[src/rtl/uart_pkg.sv]
// Shared UART package: arbiter state encoding and clog2-derived width helpers
// used by the TX/RX/APB blocks.
package uart_pkg;

  typedef enum logic {
    ST_IDLE = 1'b0,
    ST_XFER = 1'b1
  } arb_state_e;

  // Index width that stays at least one bit wide for single-entry cases.
  function automatic int idx_w(input int n);
    return (n > 1) ? $clog2(n) : 1;
  endfunction

  localparam int UART_NREQ   = 4;
  localparam int UART_DATA_W = 8;
  localparam int UART_ID_W   = idx_w(UART_NREQ);

endpackage

[src/rtl/uart_tx_arb_rr_pick.sv]
// Round-robin picker: first set bit of valid_i searching upward from ptr_i
// with wrap-around.
module rr_pick
  import uart_pkg::*;
#(
  parameter int N = UART_NREQ,
  parameter int W = UART_ID_W
) (
  input  logic [N-1:0] valid_i,
  input  logic [W-1:0] ptr_i,
  output logic [W-1:0] idx_o,
  output logic         found_o
);

  int cand;

  // Walk offsets from farthest to nearest so the nearest hit wins.
  always_comb begin
    idx_o   = '0;
    found_o = 1'b0;
    cand    = 0;
    for (int k = N - 1; k >= 0; k--) begin
      cand = (int'(ptr_i) + k) % N;
      if (valid_i[W'(cand)]) begin
        idx_o   = W'(cand);
        found_o = 1'b1;
      end
    end
  end

endmodule

[src/rtl/uart_tx_arb.sv]
// Packet-level round-robin arbiter that lets NREQ byte streams share one
// UART transmitter through a single-entry output buffer.
module uart_tx_arb
  import uart_pkg::*;
#(
  parameter int NREQ       = 4,
  parameter int DATA_WIDTH = 8,
  parameter int TIMEOUT    = 16
) (
  input  logic                       clk,
  input  logic                       rst,
  input  logic [NREQ-1:0]            req_valid,
  input  logic [NREQ-1:0]            req_last,
  input  logic [NREQ*DATA_WIDTH-1:0] req_data,
  output logic [NREQ-1:0]            req_ready,
  output logic                       tx_valid,
  output logic [DATA_WIDTH-1:0]      tx_data,
  input  logic                       tx_ready,
  output logic [idx_w(NREQ)-1:0]     grant_id,
  output logic                       busy,
  output logic                       err_timeout
);

  localparam int ID_W  = idx_w(NREQ);
  localparam int CNT_W = idx_w(TIMEOUT + 1);
  localparam logic [CNT_W-1:0] CNT_LAST = CNT_W'(TIMEOUT - 1);

  arb_state_e            state_q, state_d;
  logic [ID_W-1:0]       grant_q, grant_d;
  logic [ID_W-1:0]       rr_ptr_q, rr_ptr_d;
  logic [CNT_W-1:0]      idle_q, idle_d;
  logic                  tx_valid_q, tx_valid_d;
  logic [DATA_WIDTH-1:0] tx_data_q, tx_data_d;
  logic                  err_q, err_d;

  logic [DATA_WIDTH-1:0] req_bytes [NREQ];
  logic [ID_W-1:0]       pick_idx;
  logic [ID_W-1:0]       next_ptr;
  logic                  pick_found;
  logic                  g_valid;
  logic                  g_last;
  logic                  slot_open;
  logic                  accept;

  rr_pick #(
    .N (NREQ),
    .W (ID_W)
  ) u_pick (
    .valid_i (req_valid),
    .ptr_i   (rr_ptr_q),
    .idx_o   (pick_idx),
    .found_o (pick_found)
  );

  generate
    for (genvar gi = 0; gi < NREQ; gi++) begin : g_req
      assign req_bytes[gi] = req_data[gi*DATA_WIDTH +: DATA_WIDTH];
      assign req_ready[gi] = (state_q == ST_XFER) && slot_open && (grant_q == ID_W'(gi));
    end
  endgenerate

  // The buffer can take a new byte when empty or draining this cycle.
  assign slot_open = !tx_valid_q || tx_ready;
  assign g_valid   = req_valid[grant_q];
  assign g_last    = req_last[grant_q];
  assign accept    = (state_q == ST_XFER) && slot_open && g_valid;
  assign next_ptr  = (grant_q == ID_W'(NREQ - 1)) ? '0 : grant_q + ID_W'(1);

  always_comb begin
    state_d    = state_q;
    grant_d    = grant_q;
    rr_ptr_d   = rr_ptr_q;
    idle_d     = idle_q;
    tx_valid_d = tx_valid_q;
    tx_data_d  = tx_data_q;
    err_d      = 1'b0;

    if (accept) begin
      tx_valid_d = 1'b1;
      tx_data_d  = req_bytes[grant_q];
    end else if (tx_valid_q && tx_ready) begin
      tx_valid_d = 1'b0;
    end

    case (state_q)
      ST_IDLE: begin
        if (pick_found) begin
          grant_d = pick_idx;
          idle_d  = '0;
          state_d = ST_XFER;
        end
      end
      ST_XFER: begin
        if (accept) begin
          idle_d = '0;
          if (g_last) begin
            state_d  = ST_IDLE;
            rr_ptr_d = next_ptr;
          end
        end else if (!g_valid) begin
          // A silent owner loses the grant; its buffered byte still drains.
          if (idle_q == CNT_LAST) begin
            state_d  = ST_IDLE;
            rr_ptr_d = next_ptr;
            idle_d   = '0;
            err_d    = 1'b1;
          end else begin
            idle_d = idle_q + CNT_W'(1);
          end
        end
      end
      default: state_d = ST_IDLE;
    endcase
  end

  always_ff @(posedge clk) begin
    if (rst) begin
      state_q    <= ST_IDLE;
      grant_q    <= '0;
      rr_ptr_q   <= '0;
      idle_q     <= '0;
      tx_valid_q <= 1'b0;
      tx_data_q  <= '0;
      err_q      <= 1'b0;
    end else begin
      state_q    <= state_d;
      grant_q    <= grant_d;
      rr_ptr_q   <= rr_ptr_d;
      idle_q     <= idle_d;
      tx_valid_q <= tx_valid_d;
      tx_data_q  <= tx_data_d;
      err_q      <= err_d;
    end
  end

  assign tx_valid    = tx_valid_q;
  assign tx_data     = tx_data_q;
  assign grant_id    = grant_q;
  assign busy        = (state_q == ST_XFER);
  assign err_timeout = err_q;

endmodule

[config.mk]
export PLATFORM = sky130hd
export DESIGN_NAME = uart_tx_arb
export DESIGN_NICKNAME = d
export VERILOG_FILES = /design/src/rtl/uart_pkg.sv /design/src/rtl/uart_tx_arb_rr_pick.sv /design/src/rtl/uart_tx_arb.sv
export SDC_FILE = /design/constraint.sdc
export NUM_CORES = 1
export LEC_CHECK = 0
export BUFFER_PORTS_ARGS = -buffer_cell sky130_fd_sc_hd__buf_2
export CELL_PAD_IN_SITES_DETAIL_PLACEMENT = 1
export CELL_PAD_IN_SITES_GLOBAL_PLACEMENT = 1
export CORE_ASPECT_RATIO = 0.7
export CORE_MARGIN = 2
export CORE_UTILIZATION = 29
export DETAILED_ROUTE_END_ITERATION = 12
export HOLD_SLACK_MARGIN = 0.02
export PLACE_DENSITY_LB_ADDON = 0.1
export SYNTH_ARGS = -nofsm -noshare
export SYNTH_HDL_FRONTEND = slang
export SYNTH_SLANG_ARGS = --single-unit
[constraint.sdc]
create_clock -name clk -period 1.8 [get_ports clk]
set_clock_uncertainty 0.05 [all_clocks]
set_input_delay 0.09 -clock clk [delete_from_list [all_inputs] [get_ports clk]]
set_output_delay 0.09 -clock clk [all_outputs]
set_load 0.02 [all_outputs]
-- Word level (Yosys, flattened, before mapping)
Cells that the tools add are included.
- bits in registers: 20
- latch bits: 0
- memory bits (writable): 0
- ROM bits: 0
- input bits: 43
- output and inout port bits: 17
- logic and storage cells: 90
- memories kept: 0
- $add $sub $neg: 5
- multiply operators: 0
- divide/modulo/power cells: 0
- $lt $le $gt $ge: 6
- equal/unequal tests: 8
- shift-type cells: 0
- muxes and demuxes: 46
- bitwise logic cells: 2
- reduce and logical (&&, ||, !) cells: 16
- operators by type and width (operator ; number):
    $mux W1 ; 22
    $mux W5 ; 4
    $mux W2 ; 9
    $bmux W8 S2 ; 1
    $lt A2 B4 Y1 const B ; 4
    $mux W8 ; 2
    $bmux W1 S2 ; 6
    $pmux W5 S2 ; 1
    $logic_and A1 B1 Y1 ; 7
    $add A5 B1 Y5 const B ; 1
    $eq A5 B4 Y1 const B ; 1
    $add A2 B1 Y2 const B ; 2
    $add A2 B2 Y2 const B ; 2
    $eq A2 B2 Y1 const B ; 2
    $ne A2 B2 Y1 const B ; 2
    $reduce_and A2 Y1 ; 2
    $reduce_and A4 Y1 ; 1
    $reduce_bool A2 Y1 ; 2
    $reduce_or A4 Y1 ; 1
    $ge A3 B3 Y1 const B ; 1
    $lt A2 B3 Y1 const B ; 1
    $ne A3 B2 Y1 const B ; 1
    $not A2 Y3 ; 1
    $eq A2 B1 Y1 const B ; 1
    other kinds (6) ; 6

-- Longest topological paths before layout
- word-level depth: 10
- gate-level depth with buffers: 6
- gate-level depth less buffers: 5

-- Modules after synthesis
A second synthesis with hierarchy kept.
- cell total of the unflattened synthesis: 146
- area total of the unflattened synthesis: 1258.7 µm²
- modules (own cells, without submodules) (module ; times used ; cells each ; area an instance (µm²) ; seq. area each (µm²)):
    uart_tx_arb ; 1 ; 133 ; 1181.1 ; 400.4
    rr_pick ; 1 ; 13 ; 77.6 ; 0.0

-- Least setup slack after synthesis
No wires, ideal clock.
- kind: flip-flop to flip-flop
- from: register grant_q[0], in the netlist grant_id[0]
- to: register rr_ptr_q[0]
- data arrival time: 1.929 ns
- data required time: 1.654 ns
- setup slack: -0.275 ns
- cell stages (with the launch flop): 5
- clock period less this slack: 2.075 ns
- path through: dfxtp_1 > mux4_2 > or3_4 > and2_4 > o41ai_2
- longest elaborated chain between the ends: 5
- ends and longest elaborated chain (item ; line ; text):
    start, declared ; uart_tx_arb.sv:29 ; logic [ID_W-1:0] grant_q, grant_d;
    start signal, assigned ; uart_tx_arb.sv:127 ; grant_q <= grant_d;
    $add A2 B1 Y2 (tied with other cells) ; uart_tx_arb.sv:67 ; assign next_ptr = (grant_q == ID_W'(NREQ - 1)) ? '0 : grant_q + ID_W'(1);
    $mux W2 / $mux W1 (equally long branches) ; uart_tx_arb.sv:67, uart_tx_arb.sv:64 ;
    $mux W2 / $logic_and A1 B1 Y1 (equally long branches) ; uart_tx_arb.sv:102, uart_tx_arb.sv:66 ;
    $mux W2 (tied with other cells) ; uart_tx_arb.sv:100 ; end else if (!g_valid) begin
    $mux W2 / $reduce_and A4 Y1 (equally long branches) ; n/a ;
    end signal, assigned ; uart_tx_arb.sv:128 ; rr_ptr_q <= rr_ptr_d;
    end, declared ; uart_tx_arb.sv:30 ; logic [ID_W-1:0] rr_ptr_q, rr_ptr_d;
Parallel ways exist; a longest one is shown, timed or not. The select of a mux whose other input is x is not followed.
A chain may end at the register's enable or synchronous reset.

-- Worst setup path in the final report
- from: register grant_q[0], in the netlist grant_id[0]
- to: register idle_q[4]
- longest elaborated chain between the ends: 5
- ends and longest elaborated chain (item ; line ; text):
    $bmux W1 S2 * ; uart_tx_arb.sv:64 ; assign g_valid = req_valid[grant_q];
    $mux W1 (implied by the code) * ; uart_tx_arb.sv:64 ;
    $logic_and A1 B1 Y1 ; uart_tx_arb.sv:66 ; assign accept = (state_q == ST_XFER) && slot_open && g_valid;
    $mux W5 / $ne A3 B2 Y1 (equally long branches) ; n/a ;
    $pmux W5 S2 / $reduce_and A2 Y1 (equally long branches) ; n/a ;
    end signal, assigned ; uart_tx_arb.sv:129 ; idle_q <= idle_d;
    end, declared ; uart_tx_arb.sv:31 ; logic [CNT_W-1:0] idle_q, idle_d;
Every way passes the cells marked *; elsewhere a longest branch is shown, timed or not. The select of a mux whose other input is x is not followed.

==> results.json <==
{
  "regToRegSetupSlack_ns": 0.06,
  "hold_path_class": "primary input to flop",
  "floorplan.die.width_um": 81.2,
  "tritoncts.num_buffers": 3,
  "status": "finished clean",
  "routed_wl_mm": 3.90,
  "cts_tree": "built",
  "mostFrequentLayoutCell": "sky130_fd_sc_hd__buf_2",
  "final_max_slew_viol_count": 0,
  "worstPathCellList": "mux4_2 -> buf_4 -> a22o_1 -> a21oi_1 -> nor3b_2",
  "finalWeightedCongestion": 0.713,
  "final.setup.tns_ns": 0,
  "port_buffers": 59,
  "cell_type_with_the_largest_total_area_after_synthesis": "sky130_fd_sc_hd__dfxtp_1",
  "setup_repair_after_global_routing_missed_its_margin": "true",
  "finalWorstSetupSlack_ns": 0.0555,
  "hold_violations": 0,
  "clkSlewWorstSetupHoldPaths_ns": 0.09,
  "detailedPlacementHpwl_mm": 3.04,
  "layout.nets": 245,
  "wire_length_of_the_first_global_routing_pass_mm": 6.35,
  "insertion_delay_ns": 0.27,
  "switching_share": 0.290,
  "floorplan.initialDensity": 0.305,
  "syn-num-nets": 179,
  "avg_cell_area_syn_um2": 9.25,
  "grt_start_max_net_pins": 24,
  "dp_worst_setup_slack_ns": -0.0153,
  "antenna_found_initial": 0,
  "ctsLongestPathBuffers": 2,
  "crit_family": "multiplexers",
  "critPathMaxStageDelay_ns": 0.52,
  "worst_path_max_delay_cell": "sky130_fd_sc_hd__mux4_2",
  "timing_worst_slew_pin_value_ns": 0.446,
  "first_global_vias": 1394,
  "clock_sinks": 20,
  "drive_gt1_frac": 0.485,
  "worstPathRequired_ns": 1.91,
  "synth_top_area_frac": 0.331,
  "std_cell_rows": 19,
  "synthesis.instances": 131,
  "ys_seq_area_frac": 0.331,
  "synth.ff_latch_count": 20,
  "via_density_per_instance": 5.18,
  "design.die.area_mm2": 0.00472,
  "drc_errors": 0,
  "cts_max_level": 1,
  "post_synth_instance_area_mm2": 0.00121,
  "final.min_clock_period_ns": 1.74,
  "criticalPathCategory": "flop to flop",
  "die_height_um": 58.1,
  "max_freq_mhz": 573,
  "synthDistinctLibCells": 33,
  "ir_drop_uv": 283,
  "critPathCaptureType": "flop",
  "final-setup-viol-count": 0,
  "overall_overflow_remaining_after_global_route": 0,
  "core_mm2": 0.00397,
  "design_power_total_mw": 1.19,
  "p_per_area_mw_per_mm2": 698,
  "synth-warning-count": 0,
  "drt_first_iter_violations": 36,
  "gate_power_share": 0.249,
  "max_slew_margin": 0.702,
  "power.sequential.fraction": 0.404,
  "antenna_left": 0,
  "share_of_flip_flops_with_an_asynchronous_set_or_reset": 0,
  "startpoint_type": "flop",
  "diodes": 0,
  "crit_fanout": 5,
  "grt_use_total": 0.176,
  "pwr-share-clk": 0.346,
  "cts_root_buf": "sky130_fd_sc_hd__clkbuf_8",
  "arrival_ns": 1.85,
  "cell_internal_pwr_mw": 0.848,
  "i_o_pin_total": 60,
  "synth_enable_flop_cells": 0,
  "timing.max_cap.violations": 0,
  "drt_first_pass_iters": 4,
  "layout_common_cells": "59 x sky130_fd_sc_hd__buf_2, 22 x sky130_fd_sc_hd__nand2_1, 18 x sky130_fd_sc_hd__dfxtp_1",
  "finalCritPeriodShare": 0.969,
  "wl_per_cell_um": 15.7,
  "power.leakage_nw": 0.745,
  "synth_top_cells_by_area": "sky130_fd_sc_hd__dfxtp_1 33%, sky130_fd_sc_hd__mux4_2 19%, sky130_fd_sc_hd__a21oi_1 7.9%, sky130_fd_sc_hd__nand2_1 6.8%, sky130_fd_sc_hd__ha_1 5.2%",
  "area_growth_syn_to_layout_pct": 41.3,
  "netSwitchingPower_mw": 0.346,
  "path_buf_inv": 1,
  "vias": 1284,
  "ys_dominant_reg_cell": "sky130_fd_sc_hd__dfxtp_1"
}
==> power by group through the flow <==
stage / registers [mW] / clock network (mW) / logic [mW]
floorplan: 0.514 / 0 / 0.146
global placement: 0.492 / 0 / 0.284
detailed placement: 0.493 / 0 / 0.292
CTS: 0.483 / 0.424 / 0.295
global route: 0.487 / 0.440 / 0.328
finish: 0.483 / 0.414 / 0.298
==> cells by family (layout without fill, tap and decap cells) <==
group,count (synthesis),count (layout),synth area share
adder cells (fa/ha/maj),5,5,0.0517
flip-flops,20,20,0.331
AND/OR/NAND/NOR,55,55,0.244
multiplexers,11,11,0.194
AO/OA/AOI/OAI,29,29,0.145
buffers and inverters,11,76,0.0351
==> final cells by class <==
cell class	count	area, µm²
fill	485	2260
multi-input combinational	100	797
sequential	20	405
timing repair buffer	68	363
clock buffer	4	66.3
tap	52	65.1
inverter	4	15.0
==> cells in the mapped netlist (all sizes together), types with 2 or more instances <==
cell type,n
nand4,3
mux4,10
nand2,22
a21oi,19
ha,5
buf,2
nand2b,2
o21ai,2
inv,4
nor2,5
dfxtp,20
and3,5
clkbuf,5
nand4b,4
nor3b,2
nand3,5
==> stage by stage <==
stage	area [µm²]	instances	hold slack [ns]	utilization
floorplan	1210	131	0.135	-
global placement	1620	244	0.389	0.407
detailed placement	1620	244	0.405	0.407
CTS	1690	248	0.186	0.425
global route	1710	248	0.195	0.431
finish	1710	248	0.197	0.431
==> state kept, by name, summed over array words and instances (netlist names) <==
register	flops
busy	1
err_timeout	1
grant_id	2
idle_q	5
rr_ptr_q	2
tx_data	8
tx_valid	1
==> worst paths after layout <==
check                                              start                        to  depth (start not counted)
worst max-delay path            grant_id[0]$_SDFFE_PP0P_    idle_q[4]$_SDFFE_PP0P_                          5
worst min-delay path                        req_valid[3]  grant_id[0]$_SDFFE_PP0P_                          4
worst max register to register  grant_id[0]$_SDFFE_PP0P_    idle_q[4]$_SDFFE_PP0P_                          5
worst min register to register   tx_data[3]$_SDFFE_PP0P_   tx_data[3]$_SDFFE_PP0P_                          2
==> repair_timing <==
item,4_1_cts,5_1_grt
hold buffers,0,0
pin swaps,0,3
resized for setup,1,8
setup buffers,0,0
endpoints found under the setup margin,2,11
==> worst reg2reg max path, cell delays in order (launching register included) <==
cell	delay (ns)
sky130_fd_sc_hd__dfxtp_4	0.35
sky130_fd_sc_hd__mux4_2	0.52
sky130_fd_sc_hd__buf_4	0.17
sky130_fd_sc_hd__a22o_1	0.27
sky130_fd_sc_hd__a21oi_1	0.20
sky130_fd_sc_hd__nor3b_2	0.06
==> routing by layer <==
layer  GRT usage  up-vias  wire length, µm
met5           0        -                0
met4      0.0291        0               38
met3      0.0436        6              178
met2       0.320       29             2010
met1       0.213      632             1670
li1            -      617                -
(Power assumes the default switching activity.)
